--- src/rtl/tone_pkg.sv ---
// Shared state encoding and default 12 MHz half-period constants for the
// buzzer tone sequencer.
package tone_pkg;

   typedef enum logic [1:0] {
      ST_IDLE = 2'd0,
      ST_PLAY = 2'd1,
      ST_GAP  = 2'd2
   } tone_state_t;

   localparam int CLK_HZ = 12_000_000;

   // Half-period in clk cycles of a square wave at freq_hz.
   function automatic int half_period(input int freq_hz);
      return CLK_HZ / (2 * freq_hz);
   endfunction

   localparam int F_1KHZ_HALF = half_period(1000);
   localparam int F_2KHZ_HALF = half_period(2000);
   localparam int F_3KHZ_HALF = half_period(3000);
   localparam int F_4KHZ_HALF = half_period(4000);

endpackage

--- src/rtl/tone_divider.sv ---
// Loadable half-period down-counter producing a square wave; half == 0 is a
// rest (wave held low). clr restarts the phase with the wave low.
module tone_divider
   import tone_pkg::*;
#(
   parameter int DIV_W = 16
) (
   input  logic             clk,
   input  logic             rst,
   input  logic             clr,
   input  logic [DIV_W-1:0] half,
   output logic             wave
);

   logic [DIV_W-1:0] cnt_q, cnt_d;
   logic             wave_q, wave_d;
   logic [DIV_W-1:0] reload;

   always_comb begin
      reload = (half == '0) ? '0 : half - DIV_W'(1);
      cnt_d  = cnt_q;
      wave_d = wave_q;
      if (clr || half == '0) begin
         cnt_d  = reload;
         wave_d = 1'b0;
      end else if (cnt_q == '0) begin
         cnt_d  = reload;
         wave_d = ~wave_q;
      end else begin
         cnt_d  = cnt_q - DIV_W'(1);
      end
   end

   always_ff @(posedge clk) begin
      if (rst) begin
         cnt_q  <= '0;
         wave_q <= 1'b0;
      end else begin
         cnt_q  <= cnt_d;
         wave_q <= wave_d;
      end
   end

   assign wave = wave_q;

endmodule

--- src/rtl/tone_sequencer.sv ---
// Buzzer tone sequencer: steps through TONE_HALF, holding each tone for DWELL
// cycles. Define TONE_GAP_EN to insert GAP silent cycles between steps.
//
// state   | meaning
// --------+--------------------------------------------------------------
// ST_IDLE | stopped, out low, waiting for en
// ST_PLAY | playing tone TONE_HALF[step] for DWELL cycles
// ST_GAP  | silent busy interval before the next step (TONE_GAP_EN only)
module tone_sequencer
   import tone_pkg::*;
#(
   parameter int N_TONES = 4,
   parameter int DIV_W   = 16,
   parameter logic [N_TONES*DIV_W-1:0] TONE_HALF = {16'(F_4KHZ_HALF), 16'(F_3KHZ_HALF),
                                                    16'(F_2KHZ_HALF), 16'(F_1KHZ_HALF)},
   parameter int DWELL   = 12_000_000,
   parameter int DWELL_W = 24,
   parameter int GAP     = 1_200_000,
   localparam int STEP_W = (N_TONES > 2) ? $clog2(N_TONES) : 1
) (
   input  logic              clk,
   input  logic              rst,
   input  logic              en,
   input  logic              loop,
   output logic              out,
   output logic [STEP_W-1:0] step,
   output logic              busy,
   output logic              done
);

   localparam logic [DWELL_W-1:0] DWELL_LOAD = DWELL_W'(DWELL - 1);
   localparam logic [STEP_W-1:0]  LAST_STEP  = STEP_W'(N_TONES - 1);
`ifdef TONE_GAP_EN
   localparam logic [DWELL_W-1:0] GAP_LOAD   = DWELL_W'(GAP - 1);
`else
   logic unused_gap;
   assign unused_gap = (GAP > 0);
`endif

   tone_state_t       state_q, state_d;
   logic [STEP_W-1:0] step_q, step_d;
   logic [DWELL_W-1:0] dwell_q, dwell_d;
   logic              busy_q, busy_d;
   logic              done_q, done_d;
   logic              tone_clr;
   logic [DIV_W-1:0]  tone_half;
   logic [DIV_W-1:0]  half_tab [N_TONES];

   for (genvar i = 0; i < N_TONES; i++) begin : g_tab
      assign half_tab[i] = TONE_HALF[i*DIV_W +: DIV_W];
   end

   // Divider is told the half-period of the step being entered so that a
   // phase restart loads the new tone in the same edge as the step update.
   assign tone_half = half_tab[step_d];

   always_comb begin
      state_d  = state_q;
      step_d   = step_q;
      dwell_d  = dwell_q;
      done_d   = 1'b0;
      tone_clr = 1'b1;
      case (state_q)
         ST_IDLE: begin
            step_d  = '0;
            dwell_d = '0;
            if (en) begin
               state_d = ST_PLAY;
               dwell_d = DWELL_LOAD;
            end
         end
         ST_PLAY: begin
            if (!en) begin
               state_d = ST_IDLE;
               step_d  = '0;
               dwell_d = '0;
            end else if (dwell_q == '0) begin
               if (step_q == LAST_STEP && !loop) begin
                  state_d = ST_IDLE;
                  step_d  = '0;
                  dwell_d = '0;
                  done_d  = 1'b1;
               end else begin
                  step_d = (step_q == LAST_STEP) ? '0 : step_q + STEP_W'(1);
`ifdef TONE_GAP_EN
                  state_d = ST_GAP;
                  dwell_d = GAP_LOAD;
`else
                  dwell_d = DWELL_LOAD;
`endif
               end
            end else begin
               dwell_d  = dwell_q - DWELL_W'(1);
               tone_clr = 1'b0;
            end
         end
`ifdef TONE_GAP_EN
         ST_GAP: begin
            if (!en) begin
               state_d = ST_IDLE;
               step_d  = '0;
               dwell_d = '0;
            end else if (dwell_q == '0) begin
               state_d = ST_PLAY;
               dwell_d = DWELL_LOAD;
            end else begin
               dwell_d = dwell_q - DWELL_W'(1);
            end
         end
`endif
         default: begin
            state_d = ST_IDLE;
            step_d  = '0;
            dwell_d = '0;
         end
      endcase
      busy_d = (state_d != ST_IDLE);
   end

   always_ff @(posedge clk) begin
      if (rst) begin
         state_q <= ST_IDLE;
         step_q  <= '0;
         dwell_q <= '0;
         busy_q  <= 1'b0;
         done_q  <= 1'b0;
      end else begin
         state_q <= state_d;
         step_q  <= step_d;
         dwell_q <= dwell_d;
         busy_q  <= busy_d;
         done_q  <= done_d;
      end
   end

   tone_divider #(
      .DIV_W (DIV_W)
   ) u_divider (
      .clk  (clk),
      .rst  (rst),
      .clr  (tone_clr),
      .half (tone_half),
      .wave (out)
   );

   assign step = step_q;
   assign busy = busy_q;
   assign done = done_q;

endmodule

--- config.mk ---
export PLATFORM = sky130hd
export DESIGN_NAME = tone_sequencer
export DESIGN_NICKNAME = d
export VERILOG_FILES = /design/src/rtl/tone_pkg.sv /design/src/rtl/tone_divider.sv /design/src/rtl/tone_sequencer.sv
export SDC_FILE = /design/constraint.sdc
export NUM_CORES = 1
export LEC_CHECK = 0
export BUFFER_PORTS_ARGS = -buffer_cell sky130_fd_sc_hd__buf_2
export CAP_MARGIN = 20
export CORE_MARGIN = 1.5
export CORE_UTILIZATION = 55
export CTS_CLUSTER_SIZE = 14
export DETAILED_ROUTE_END_ITERATION = 10
export PLACE_DENSITY = 0.75
export SYNTH_ARGS = -nofsm -noshare
export SYNTH_HDL_FRONTEND = slang
export SYNTH_SLANG_ARGS = --single-unit
--- constraint.sdc ---
create_clock -name clk -period 1.9 [get_ports clk]
set_input_delay 0.095 -clock clk [delete_from_list [all_inputs] [get_ports clk]]
set_output_delay 0.095 -clock clk [all_outputs]
set_load 0.01 [all_outputs]
==> reports/metrics.yaml <==
status: "complete, no violations"
drive_gt1_share_pct: 35.7
cp_data_arrival_time_ns: 2.05
clkSinkCount: 47
rsz0062_at_grt: "yes"
ys_ff_latch: 47
async_flop_share_pct: 0
synth_area_um2: 2290
synth_edf_count: 0
power.density_nw_per_um2: 734
grt_start_max_net_pins: 20
die_w_um: 67.6
slew_violations: 0
htreeDepth: 2
ctsHoldBuffers: 0
grt_pass1_vias: 1832
path_delay_family: "simple AND/OR/NAND/NOR gates"
max_freq_mhz: 534
path_cells: "nor3_1 > nand2_2 > nor4_4 > buf_6 > buf_4 > mux2i_2 > a211oi_2"
holdCritPathClass: "primary input to flip-flop"
rows: 23
path_class: "flip-flop to flip-flop"
place.gp.congestion: 0.904
synth.area.top_cells: "dfxtp_1 41%, xnor2_1 10%, nor2_1 4.6%, a21oi_1 4.4%, nor3_1 3.3%"
avgSynthCellArea_um2: 8.99
nNetsFinal: 315
io_buffers: 8
register_area_um2: 948
worst_slack_ns: 0.0261
synth_cells: 255
finalInstanceArea_um2: 3010
finalHoldViolations: 0
max-slew-margin-rel_pct: 64.9
multi_input_area_um2: 1480
end_kind: "flip-flop"
yosysUniqueCellTypes: 44
skew_ns: 0.00939
netlist.area_leader.share_pct: 41.0
synth_fp_nets: 263
leakagePower_nw: 1.17
clk_latency_ns: 0.31
grtUsageTotal_pct: 24.6
grt-ovfl-total: 0
worstSetupStartpointType: "flip-flop"
synth_most_common_cell: "dfxtp_1"
io-pin-count: 9
cts_tree: "done"
clockPowerShare_pct: 34.2
p_switching_uw: 594
clk_pin_slew_ns: 0.09
detail_route.iter0.violations: 119
cts-root-buf: "clkbuf_8"
p_int_mw: 1.62
setup_viol: 0
yosys.area.top_type: "dfxtp_1"
dp_slack_ns: -0.0354
dieArea_um2: 4570
final_util_pct: 75.3
combinationalPowerShare_pct: 18.1
grt_pass1_wl_um: 8420
clockBufferDepth: 2
p_seq_share_pct: 47.7
cts_buffers: 5
fillerInstances: 277
cp_max_fo: 5
drc: 0
postPlaceCellArea_um2: 2660
yosys-top-cells-count: "47 x dfxtp_1, 28 x nor2_1, 27 x xnor2_1"
wirelength_um: 5740
ys.flop_type: "dfxtp_1"
required_ns: 2.08
worst_slew_pin_slew_ns: 0.525
synth-seq-area-share_pct: 41.0
areaGrowthSynthToFinish_pct: 31.3
p_sw_share_pct: 26.9
crit_buf_inv: 2
ir_drop_v: 0.000553
start_util_pct: 57.3
dp_hpwl_um: 3750
antenna_found_initial: 0
yosys_warnings: 0
maxCapViolCount: 0
vias: 2073
period_needed_ns: 1.87
fin_tns_setup_ns: 0
drtAntennaViolNets: 0
post_drt_wl_per_cell_um: 16.0
core_area_um2: 4000
drtPass1Iterations: 4
fin_crit_sh_pct: 98.6
die_h_um: 67.6
diodes: 0
cpPeakStageDelay_ns: 0.37
slowest_stage: "dfxtp_1"
avgViaCountPerCell: 5.79
layout make-up:
| class | count | share of cell area, % |
|---|---|---|
| clock inverter | 3 | 1.54 |
| tap | 50 | 2.08 |
| timing repair buffer | 50 | 12.4 |
| multi-input combinational | 195 | 49.2 |
| clock buffer | 5 | 2.29 |
| sequential | 47 | 31.5 |
| inverter | 8 | 0.997 |
registers in the layout, summed over array words and instances, names as in the netlist:
register / flops
dwell_q: 24
u_divider.cnt_q: 16
state_q: 2
step: 2
busy: 1
done: 1
u_divider.wave: 1
per-layer routing:
layer	routed length, um	global-route usage (%)	vias up	share of wire [%]
met5	0	0	-	0
met4	108	8.16	0	1.9
met3	331	5.67	12	5.8
met2	2650	37.7	64	46
met1	2650	33.9	987	46
li1	-	-	1010	-
stage by stage:
step | instances | power, mW | hold slack [ns]
3_5_place_dp | 343 | 1.40 | 0.388
2_1_floorplan | 255 | 1.29 | 0.164
4_1_cts | 351 | 2.16 | 0.0607
5_1_grt | 358 | 2.30 | 0.0692
6_report | 358 | 2.21 | 0.0705
3_3_place_gp | 343 | 1.40 | 0.382
what timing repair did:
item	in CTS	in global routing
pin swaps	0	5
setup endpoints to repair	7	29
hold endpoints to repair	0	0
cloned	0	1
resized for setup	5	39
setup buffers	0	7
placed cells by master, fill, tap and decap left out, drive strengths merged, types with 2 or more instances in the layout:
master / Yosys / routed
xnor2: 27 / 27
buf: 1 / 50
clkbuf: 4 / 5
or3: 8 / 8
nor4b: 2 / 2
ha: 4 / 4
and3: 2 / 2
a31oi: 3 / 3
nand2b: 3 / 3
a211oi: 7 / 7
o21ai: 3 / 3
nor3b: 3 / 3
o41ai: 2 / 2
nand2: 16 / 16
mux2i: 4 / 4
nand3b: 3 / 3
dfxtp: 47 / 47
nor4: 13 / 13
a21oi: 20 / 20
xor2: 8 / 8
inv: 8 / 9
a21boi: 2 / 2
nand3: 7 / 7
nor3: 17 / 17
or4: 2 / 2
nor2: 28 / 28
or2: 2 / 2
final timing paths:
check	from	to	slack, ns	cells after the start
max	dwell_q[20]	u_divider.cnt_q[12]	0.03	7
min	rst	u_divider.cnt_q[12]	0.07	2
max reg2reg	dwell_q[20]	u_divider.cnt_q[12]	0.03	7
min reg2reg	dwell_q[7]	dwell_q[7]	0.54	2
cell families after synthesis:
group,count (synthesis),share of synthesized area [%]
simple gates,110,28.1
flops,47,41.0
compound gates,40,10.7
xor+xnor,35,13.4
buf+inv,13,2.18
mux,5,2.24
fa+ha+maj,4,2.18
other cells,1,0.164
power by group through the flow:
| stage | combinational (mW) | clock, mW | sequential, mW |
|---|---|---|---|
| 2_1_floorplan | 0.223 | 0 | 1.07 |
| 3_3_place_gp | 0.328 | 0 | 1.07 |
| 3_5_place_dp | 0.333 | 0 | 1.07 |
| 4_1_cts | 0.342 | 0.766 | 1.05 |
| 5_1_grt | 0.434 | 0.812 | 1.06 |
| 6_report | 0.399 | 0.757 | 1.05 |
Note: power is estimated with default switching activity, not from simulation.
